<file path="src/rtl/dispatcher_pkg.sv">
// rtl/dispatcher_pkg.sv - shared state encodings and response byte constants for cmd_dispatcher
//
// Contents:
//   disp_state_t  top-level dispatcher states
//   snd_state_t   single-byte sender handshake states
//   RESP_*        fixed response bytes sent back over the UART
package dispatcher_pkg;

    typedef enum logic [2:0] {
        IDLE,
        ACK_TX,
        NAK_TX,
        RUN,
        RESP_TX
    } disp_state_t;

    typedef enum logic {
        SND_IDLE,
        SND_WAIT_DONE
    } snd_state_t;

    localparam logic [7:0] RESP_ACK     = 8'h06;
    localparam logic [7:0] RESP_NAK     = 8'h15;
    localparam logic [7:0] RESP_TIMEOUT = 8'h18;

    // Index width for a table of n entries; a one-entry table still needs one bit.
    function automatic int idx_width(input int n);
        return (n > 1) ? $clog2(n) : 1;
    endfunction

endpackage

</file>
<file path="src/rtl/resp_sender.sv">
// rtl/resp_sender.sv - single-byte UART tx handshake shared by every response state
//
// Ports:
//   clk        system clock
//   reset      synchronous, active-low reset
//   req        level request: a byte is waiting to be sent
//   tx_byte    byte to send, sampled when tx_start is issued
//   tx_active  uart_tx busy; the byte is held back while this is high
//   tx_done    one-cycle strobe from uart_tx when the byte has gone out
//   tx_start   one-cycle strobe towards uart_tx
//   tx_data    byte presented to uart_tx, held until the next tx_start
//   busy       a byte has been launched and its tx_done is outstanding
//   sent       combinational: the launched byte completes this cycle
module resp_sender
    import dispatcher_pkg::*;
(
    input  logic       clk,
    input  logic       reset,
    input  logic       req,
    input  logic [7:0] tx_byte,
    input  logic       tx_active,
    input  logic       tx_done,
    output logic       tx_start,
    output logic [7:0] tx_data,
    output logic       busy,
    output logic       sent
);

    snd_state_t state;

    always_ff @(posedge clk) begin
        if (!reset) begin
            state    <= SND_IDLE;
            tx_start <= 1'b0;
            tx_data  <= '0;
        end else begin
            tx_start <= 1'b0;
            case (state)
                SND_IDLE: begin
                    if (req && !tx_active) begin
                        tx_start <= 1'b1;
                        tx_data  <= tx_byte;
                        state    <= SND_WAIT_DONE;
                    end
                end
                SND_WAIT_DONE: begin
                    // Returning to idle on the same edge the owner sees 'sent'
                    // keeps a still-high req from relaunching the byte.
                    if (tx_done) begin
                        state <= SND_IDLE;
                    end
                end
                default: state <= SND_IDLE;
            endcase
        end
    end

    assign busy = (state == SND_WAIT_DONE);
    assign sent = busy && tx_done;

endmodule

</file>
<file path="src/rtl/cmd_dispatcher.sv">
// rtl/cmd_dispatcher.sv - UART command decoder that runs one channel at a time and reports the outcome
//
// Ports:
//   clk         system clock
//   reset       synchronous, active-low reset
//   rx_ready    one-cycle strobe: rx_data valid
//   rx_data     received byte
//   tx_active   uart_tx busy
//   tx_done     one-cycle strobe: byte transmission finished
//   tx_start    one-cycle strobe: send tx_data
//   tx_data     response byte, stable from tx_start until tx_done
//   activate    one-hot (or zero) channel enable, held while the channel runs
//   ch_done     channel completion, only the active channel's bit is looked at
//   status      code of the command in progress, 8'h00 when idle
//   rx_dropped  sticky: a byte arrived while a response was pending
module cmd_dispatcher
    import dispatcher_pkg::*;
#(
    parameter int                    N_CH           = 4,
    parameter logic [N_CH-1:0][7:0]  CMD_CODES      = {8'h71, 8'h22, 8'h21, 8'h11},
    parameter int unsigned           TIMEOUT_CYCLES = 32'd50_000_000,
    parameter int                    TO_W           = 26
) (
    input  logic            clk,
    input  logic            reset,
    input  logic            rx_ready,
    input  logic [7:0]      rx_data,
    input  logic            tx_active,
    input  logic            tx_done,
    output logic            tx_start,
    output logic [7:0]      tx_data,
    output logic [N_CH-1:0] activate,
    input  logic [N_CH-1:0] ch_done,
    output logic [7:0]      status,
    output logic            rx_dropped
);

    localparam int              IDX_W   = idx_width(N_CH);
    localparam bit              TO_EN   = (TIMEOUT_CYCLES != 0);
    localparam logic [TO_W-1:0] TO_LAST = TO_EN ? TO_W'(TIMEOUT_CYCLES - 1) : '0;

    disp_state_t      state;
    logic [N_CH-1:0]  sel_onehot;
    logic [7:0]       cmd_code;
    logic [7:0]       resp_byte;
    logic [TO_W-1:0]  timer;

    // Code table compare, one comparator per channel.
    logic [N_CH-1:0] code_hit;
    genvar g;
    generate
        for (g = 0; g < N_CH; g++) begin : g_cmp
            assign code_hit[g] = (rx_data == CMD_CODES[g]);
        end
    endgenerate

    // Priority encoder: scanning from the top down lets the lowest matching
    // channel overwrite any higher one when codes are duplicated.
    logic [IDX_W-1:0] hit_idx;
    logic             any_hit;
    always_comb begin
        hit_idx = '0;
        any_hit = 1'b0;
        for (int i = N_CH - 1; i >= 0; i--) begin
            if (code_hit[i]) begin
                hit_idx = IDX_W'(i);
                any_hit = 1'b1;
            end
        end
    end

    logic [N_CH-1:0] hit_onehot;
    assign hit_onehot = N_CH'(1) << hit_idx;

    logic sel_done;
    assign sel_done = |(ch_done & sel_onehot);

    logic timed_out;
    assign timed_out = TO_EN && (timer == TO_LAST);

    // Byte offered to the sender in each of the three response states.
    logic       snd_req;
    logic [7:0] snd_byte;
    logic       snd_busy;
    logic       snd_sent;
    always_comb begin
        snd_req  = 1'b0;
        snd_byte = RESP_ACK;
        case (state)
            ACK_TX:  begin snd_req = 1'b1; snd_byte = RESP_ACK;  end
            NAK_TX:  begin snd_req = 1'b1; snd_byte = RESP_NAK;  end
            RESP_TX: begin snd_req = 1'b1; snd_byte = resp_byte; end
            default: ;
        endcase
    end

    resp_sender u_sender (
        .clk       (clk),
        .reset     (reset),
        .req       (snd_req),
        .tx_byte   (snd_byte),
        .tx_active (tx_active),
        .tx_done   (tx_done),
        .tx_start  (tx_start),
        .tx_data   (tx_data),
        .busy      (snd_busy),
        .sent      (snd_sent)
    );

    // The sender only ever holds a byte on behalf of a response state.
    assert property (@(posedge clk) disable iff (!reset) snd_busy |-> snd_req);

    always_ff @(posedge clk) begin
        if (!reset) begin
            state      <= IDLE;
            sel_onehot <= '0;
            cmd_code   <= '0;
            resp_byte  <= '0;
            timer      <= '0;
            activate   <= '0;
            status     <= '0;
            rx_dropped <= 1'b0;
        end else begin
            case (state)
                IDLE: begin
                    if (rx_ready) begin
                        if (any_hit) begin
                            sel_onehot <= hit_onehot;
                            cmd_code   <= rx_data;
                            status     <= rx_data;
                            rx_dropped <= 1'b0;
                            state      <= ACK_TX;
                        end else begin
                            state <= NAK_TX;
                        end
                    end
                end
                ACK_TX: begin
                    if (rx_ready) rx_dropped <= 1'b1;
                    if (snd_sent) begin
                        activate <= sel_onehot;
                        timer    <= '0;
                        state    <= RUN;
                    end
                end
                NAK_TX: begin
                    if (rx_ready) rx_dropped <= 1'b1;
                    if (snd_sent) state <= IDLE;
                end
                RUN: begin
                    // Bytes arriving here belong to the running channel.
                    timer <= timer + TO_W'(1);
                    if (sel_done) begin
                        activate  <= '0;
                        resp_byte <= cmd_code;
                        state     <= RESP_TX;
                    end else if (timed_out) begin
                        activate  <= '0;
                        resp_byte <= RESP_TIMEOUT;
                        state     <= RESP_TX;
                    end
                end
                RESP_TX: begin
                    if (rx_ready) rx_dropped <= 1'b1;
                    if (snd_sent) begin
                        status <= '0;
                        state  <= IDLE;
                    end
                end
                default: state <= IDLE;
            endcase
        end
    end

endmodule

</file>
<file path="config.mk">
export PLATFORM = sky130hd
export DESIGN_NAME = cmd_dispatcher
export DESIGN_NICKNAME = d
export VERILOG_FILES = /design/src/rtl/dispatcher_pkg.sv /design/src/rtl/resp_sender.sv /design/src/rtl/cmd_dispatcher.sv
export SDC_FILE = /design/constraint.sdc
export NUM_CORES = 1
export LEC_CHECK = 0
export BUFFER_PORTS_ARGS = -buffer_cell sky130_fd_sc_hd__clkbuf_2
export CAP_MARGIN = 20
export CORE_UTILIZATION = 55
export CTS_CLUSTER_DIAMETER = 60
export DETAILED_ROUTE_END_ITERATION = 8
export PLACE_DENSITY = 0.75
export SKIP_CTS_REPAIR_TIMING = 1
export SYNTH_ARGS = -nofsm -noshare
export SYNTH_HDL_FRONTEND = slang
export SYNTH_SLANG_ARGS = --single-unit
export TNS_END_PERCENT = 30
</file>
<file path="constraint.sdc">
create_clock -name clk -period 2.4 [get_ports clk]
set_input_delay 0.12 -clock clk [delete_from_list [all_inputs] [get_ports clk]]
set_output_delay 0.12 -clock clk [all_outputs]
set_load 0.02 [all_outputs]
</file>
# == Yosys cells after proc, flatten, opt, wreduce, memory -nomap -nowiden ==
# Cells that the tools add are included.
# W data, S select, Z words.
# totals
word_cells,88
reg_bits,72
latch_bits,0
rom_bits,0
mem_bits_rw,0
in_bits,17
mem_count,0
# classes
reduce_logical,20
bitwise_logic,3
n_eq_ne,16
div,0
n_mul,0
n_lt_le_gt_ge,0
mux,36
shift,1
add_sub_neg,1
# ops
cell,n
$pmux W26 S2,1
$mux W8,5
$pmux W8 S2,2
$add A26 B1 Y26 const B,1
$eq A26 B26 Y1 const B,1
$mux W26,1
$eq A8 B6 Y1 const B,2
$mux W3,5
$mux W4,3
$pmux W3 S4,1
$reduce_and A4 Y1,3
$mux W1,10
$mux W2,5
$eq A8 B5 Y1 const B,1
$eq A8 B7 Y1 const B,1
$ne A2 B2 Y1 const B,4
$pmux W4 S2,1
$reduce_bool A2 Y1,4
$eq A3 B2 Y1 const B,2
$reduce_and A2 Y1,3
$reduce_and A3 Y1,2
$and A4 B4 Y4,1
$ne A2 B1 Y1 const B,2
$pmux W1 S2,2
11 further kinds,14

# == Logic depth before layout (Yosys ltp) ==
# depth
word_depth,8
ltp_mapped,8
ltp_nobuf,6

# == Modules after synthesis ==
# Synthesis repeated with hierarchy kept, for this count alone.
# hier_totals
cells_unflattened,386
hier_area_um2,3480.8
# modules_own_cells
mod,cells_per_inst,instances,area_per_inst_um2
cmd_dispatcher,344,1,3075.4
resp_sender,42,1,405.4

# == Worst setup path before layout ==
# Ideal clock, no wire load.
# synth_timing
kind,register to register
start,reg timer[0]
end,reg state[0]
n_path_buf,0
t_arrival_ns,1.790
required_time_ns,2.281
period_less_slack_ns,1.908
setup_slack_ns,0.492
path_stages_with_launch,7
cell_sequence,dfxtp_1 ha_1 and3_1 nand4b_1 o31ai_2 o221ai_1 o221a_2
# synth_via
elab_chain_cells,3
# synth_lines
item,line_no,source
from (decl),cmd_dispatcher.sv:46,logic [TO_W-1:0] timer;
from (signal assigned),cmd_dispatcher.sv:152,timer <= timer + TO_W'(1);
$eq A26 B26 Y1,cmd_dispatcher.sv:79,assign timed_out = TO_EN && (timer == TO_LAST);
$ne A3 B3 Y1 (no source line),--,
$reduce_and A4 Y1 (no source line),--,
to (signal assigned),cmd_dispatcher.sv:115,state <= IDLE;
to (signal assigned),cmd_dispatcher.sv:132,state <= ACK_TX;
to (signal assigned),cmd_dispatcher.sv:134,state <= NAK_TX;
to (decl),cmd_dispatcher.sv:42,disp_state_t state;
# Every way passes these cells.
# A chain may end at the register's enable or synchronous reset.

# == Final worst setup path ==
# layout_timing
start,reg state[1]
end,reg timer[25]
# layout_via
elab_chain_cells,3
word_cells_on_any_way,6
# layout_lines
item,line_no,source
$eq A3 B1 Y1 or $eq A3 B2 Y1 (tied branches),cmd_dispatcher.sv:124,case (state)
$ne A2 B2 Y1 (no source line) or $reduce_bool A2 Y1 (tied branches),--,
$reduce_and A2 Y1 (no source line),--,
# Parallel ways exist; a longest one is shown, timed or not.

==> results.py <==
metrics = {
    "outcome": {
        "status": "complete, no violations",
    },
    "yosys": {
        "ys_async_sr_fraction": 0,
        "syn_area_per_cell_sq_um": 8.75,
        "muxShareOfSynthArea": 0.0332,
        "synth_cell_types": 58,
        "synth_top_family_by_area": "simple AND/OR/NAND/NOR gates",
        "synthAdderAreaFrac": 0.00377,
        "synth_ff_type": "dfxtp_1",
        "ys_ff_latch": 72,
        "yosysTopAreaCell": "dfxtp_1",
        "syn_nets": 397,
        "synth_area_sq_um": 3320,
        "synthTopCellsByArea": "dfxtp_1, nand3_1, nand2_1",
        "synth-edff-count": 0,
        "syn_inst": 379,
        "synth_compound_gate_area_share": 0.210,
        "yosysMostFrequentCell": "dfxtp_1",
        "synth_top_area_frac": 0.435,
        "ys_seq_area_frac": 0.435,
        "yosys_warnings": 0,
        "synthSimpleGateAreaFrac": 0.276,
        "synth_xor_xnor_area_share": 0.00792,
        "synthTopCellsByCount": "dfxtp_1, nand2_1, nand3_1",
    },
    "grt": {
        "antenna_found_initial": 0,
        "gr-total-overflow": 0,
        "grt_usage": 0.264,
        "grt_max_degree": 65,
        "grt_pass1_vias": 2734,
        "grt_pass1_wl_um": 13000,
    },
    "power": {
        "p_per_area_nw_per_um2": 789,
        "power.total_mw": 3.03,
        "vdd_drop_max_mv": 0.393,
        "p_leak_nw": 1.59,
    },
    "setup_path": {
        "arrival_ns": 2.34,
        "crit_required_ns": 2.68,
        "critPathKind": "register to register",
        "start_kind": "register",
        "slowest_stage": "dfxtp_1",
        "cpPeakStageDelay_ns": 0.64,
        "cp-end-kind": "register",
        "worstPathMaxFanout": 15,
        "path_cells": "and3b_1 -> and2_1 -> nand4_4 -> or4_1 -> a21boi_1",
    },
    "route": {
        "route.detailed.drc": 0,
        "wl_per_cell_um": 15.6,
        "drt_iter0_drc": 178,
        "firstDrtPassIters": 4,
        "ant_nets": 0,
        "drt_wl_total_um": 7660,
        "via_per_inst": 6.01,
        "num_vias": 2943,
    },
    "floorplan": {
        "core_region_area_sq_um": 5680,
        "start_util": 0.584,
        "io_pins": 39,
        "die_h_um": 79.7,
        "die-area_sq_um": 6350,
        "std_cell_rows": 27,
        "die_w_um": 79.7,
    },
    "job": {
        "max_cap_viol_count": 0,
    },
    "sta": {
        "hold_viol": 0,
        "fin_worst_skew_ns": 0.00813,
        "max_slew.worst_pin.slew_ns": 0.563,
        "rsz0062_at_grt": "no",
        "period_share": 0.861,
        "period_needed_ns": 2.07,
        "fin_tns_setup_ns": 0,
        "fin_ws_ns": 0.335,
        "slew_headroom": 0.624,
        "fmax_mhz": 484,
        "setup_viol": 0,
        "maxSlewViolCount": 0,
    },
    "clocking": {
        "clock_sinks": 72,
        "clock_latency_ns": 0.35,
        "h-tree-depth": 3,
        "cts_buffers": 9,
        "cts_buffer_depth": 2,
        "root_buffer": "clkbuf_8",
        "clk_pin_slew_worst_paths_ns": 0.08,
        "tritoncts": "yes",
    },
    "final_layout": {
        "drive_gt1_frac": 0.182,
        "diodes": 0,
        "nFillCells": 473,
        "area_delta_synth_final_pct": 16.0,
        "instances_no_fill": 490,
        "layout.nets": 431,
    },
    "place": {
        "dpl.hpwl_um": 5120,
        "dp_slack_ns": 0.339,
        "io_buffers": 38,
        "place_congestion": 0.860,
        "post-place-cells": 474,
    },
    "hold_path": {
        "hold_path_class": "primary input to register",
    },
}
## per-stage QoR
| step | util | hold slack [ns] | cell area [sq um] |
|---|---|---|---|
| 2_1_floorplan | - | 0.225 | 3320 |
| 3_3_place_gp | 0.630 | 0.368 | 3580 |
| 3_5_place_dp | 0.630 | 0.376 | 3580 |
| 4_1_cts | 0.678 | 0.0114 | 3850 |
| 5_1_grt | 0.678 | 0.0349 | 3850 |
| 6_report | 0.678 | 0.0215 | 3850 |
## cells by family after synthesis
| kind of cell | after synthesis |
|---|---|
| adder cells (fa/ha/maj) | 1 |
| buffers and inverters | 28 |
| multiplexers | 11 |
| flip-flops | 72 |
| AND/OR/NAND/NOR | 165 |
| XOR/XNOR | 3 |
| AO/OA/AOI/OAI | 99 |
## final timing paths
check | end | from | depth (start not counted) | slack (ns)
max reg2reg | timer[25]$_SDFFE_PN0P_ | state[1]$_SDFFE_PN0P_ | 5 | 0.33
min | sel_onehot[0]$_SDFFE_PN0P_ | rx_data[5] | 2 | 0.02
max | timer[25]$_SDFFE_PN0P_ | state[1]$_SDFFE_PN0P_ | 5 | 0.33
min reg2reg | u_sender.tx_data[5]$_SDFFE_PN0P_ | u_sender.tx_data[5]$_SDFFE_PN0P_ | 2 | 0.47
## sequential cells by signal, summed over array words and instances (netlist names)
register	flops
rx_dropped	1
status	8
state	3
cmd_code	8
u_sender.busy	1
timer	26
activate	4
u_sender.tx_start	1
u_sender.tx_data	8
sel_onehot	4
resp_byte	8
## worst max-delay path, delay by kind of cell, from the launching register on
kind	cells	cell delay, ns
AOI/OAI and AO/OA	1	0.18
DFF	1	0.64
and+or+nand+nor	4	1.18
## report_power, final
group / internal (mW) / switching [mW] / total, mW / leakage (nW)
clock network: 0.825 / 0.461 / 1.29 / 0.130
registers: 1.25 / 0.0744 / 1.32 / 0.581
logic: 0.159 / 0.266 / 0.426 / 0.879
## layout by cell type (no fill, tap or decap), types with 10 or more instances in the layout
| cell type | n |
|---|---|
| a31oi_1 | 10 |
| dfxtp_1 | 72 |
| and2_1 | 14 |
| o21ai_0 | 18 |
| nand3_1 | 37 |
| clkbuf_2 | 38 |
| mux2i_1 | 11 |
| and3_1 | 15 |
| clkbuf_8 | 10 |
| a21oi_1 | 21 |
| nand2_1 | 38 |
| nor2_1 | 17 |
## cell type report
cell class                 count  area, sq um  area share
sequential                    72         1440       0.375
inverter                       4         15.0     0.00390
multi-input combinational    279         1760       0.458
timing repair buffer          47          270      0.0703
clock buffer                  11          141      0.0368
tap                           72         90.1      0.0234
clock inverter                 5          128      0.0332
## routing by layer
layer  vias up  routed length [um]  global-route usage  share of wire
met5         -                   0                   0              0
met4         0                  97               0.111          0.013
met3        10                 362              0.0377          0.047
met2        73                3340               0.390           0.44
met1      1387                3860               0.381           0.50
li1       1473                   -                   -              -
No activity file was read; power rests on OpenSTA's default activity.
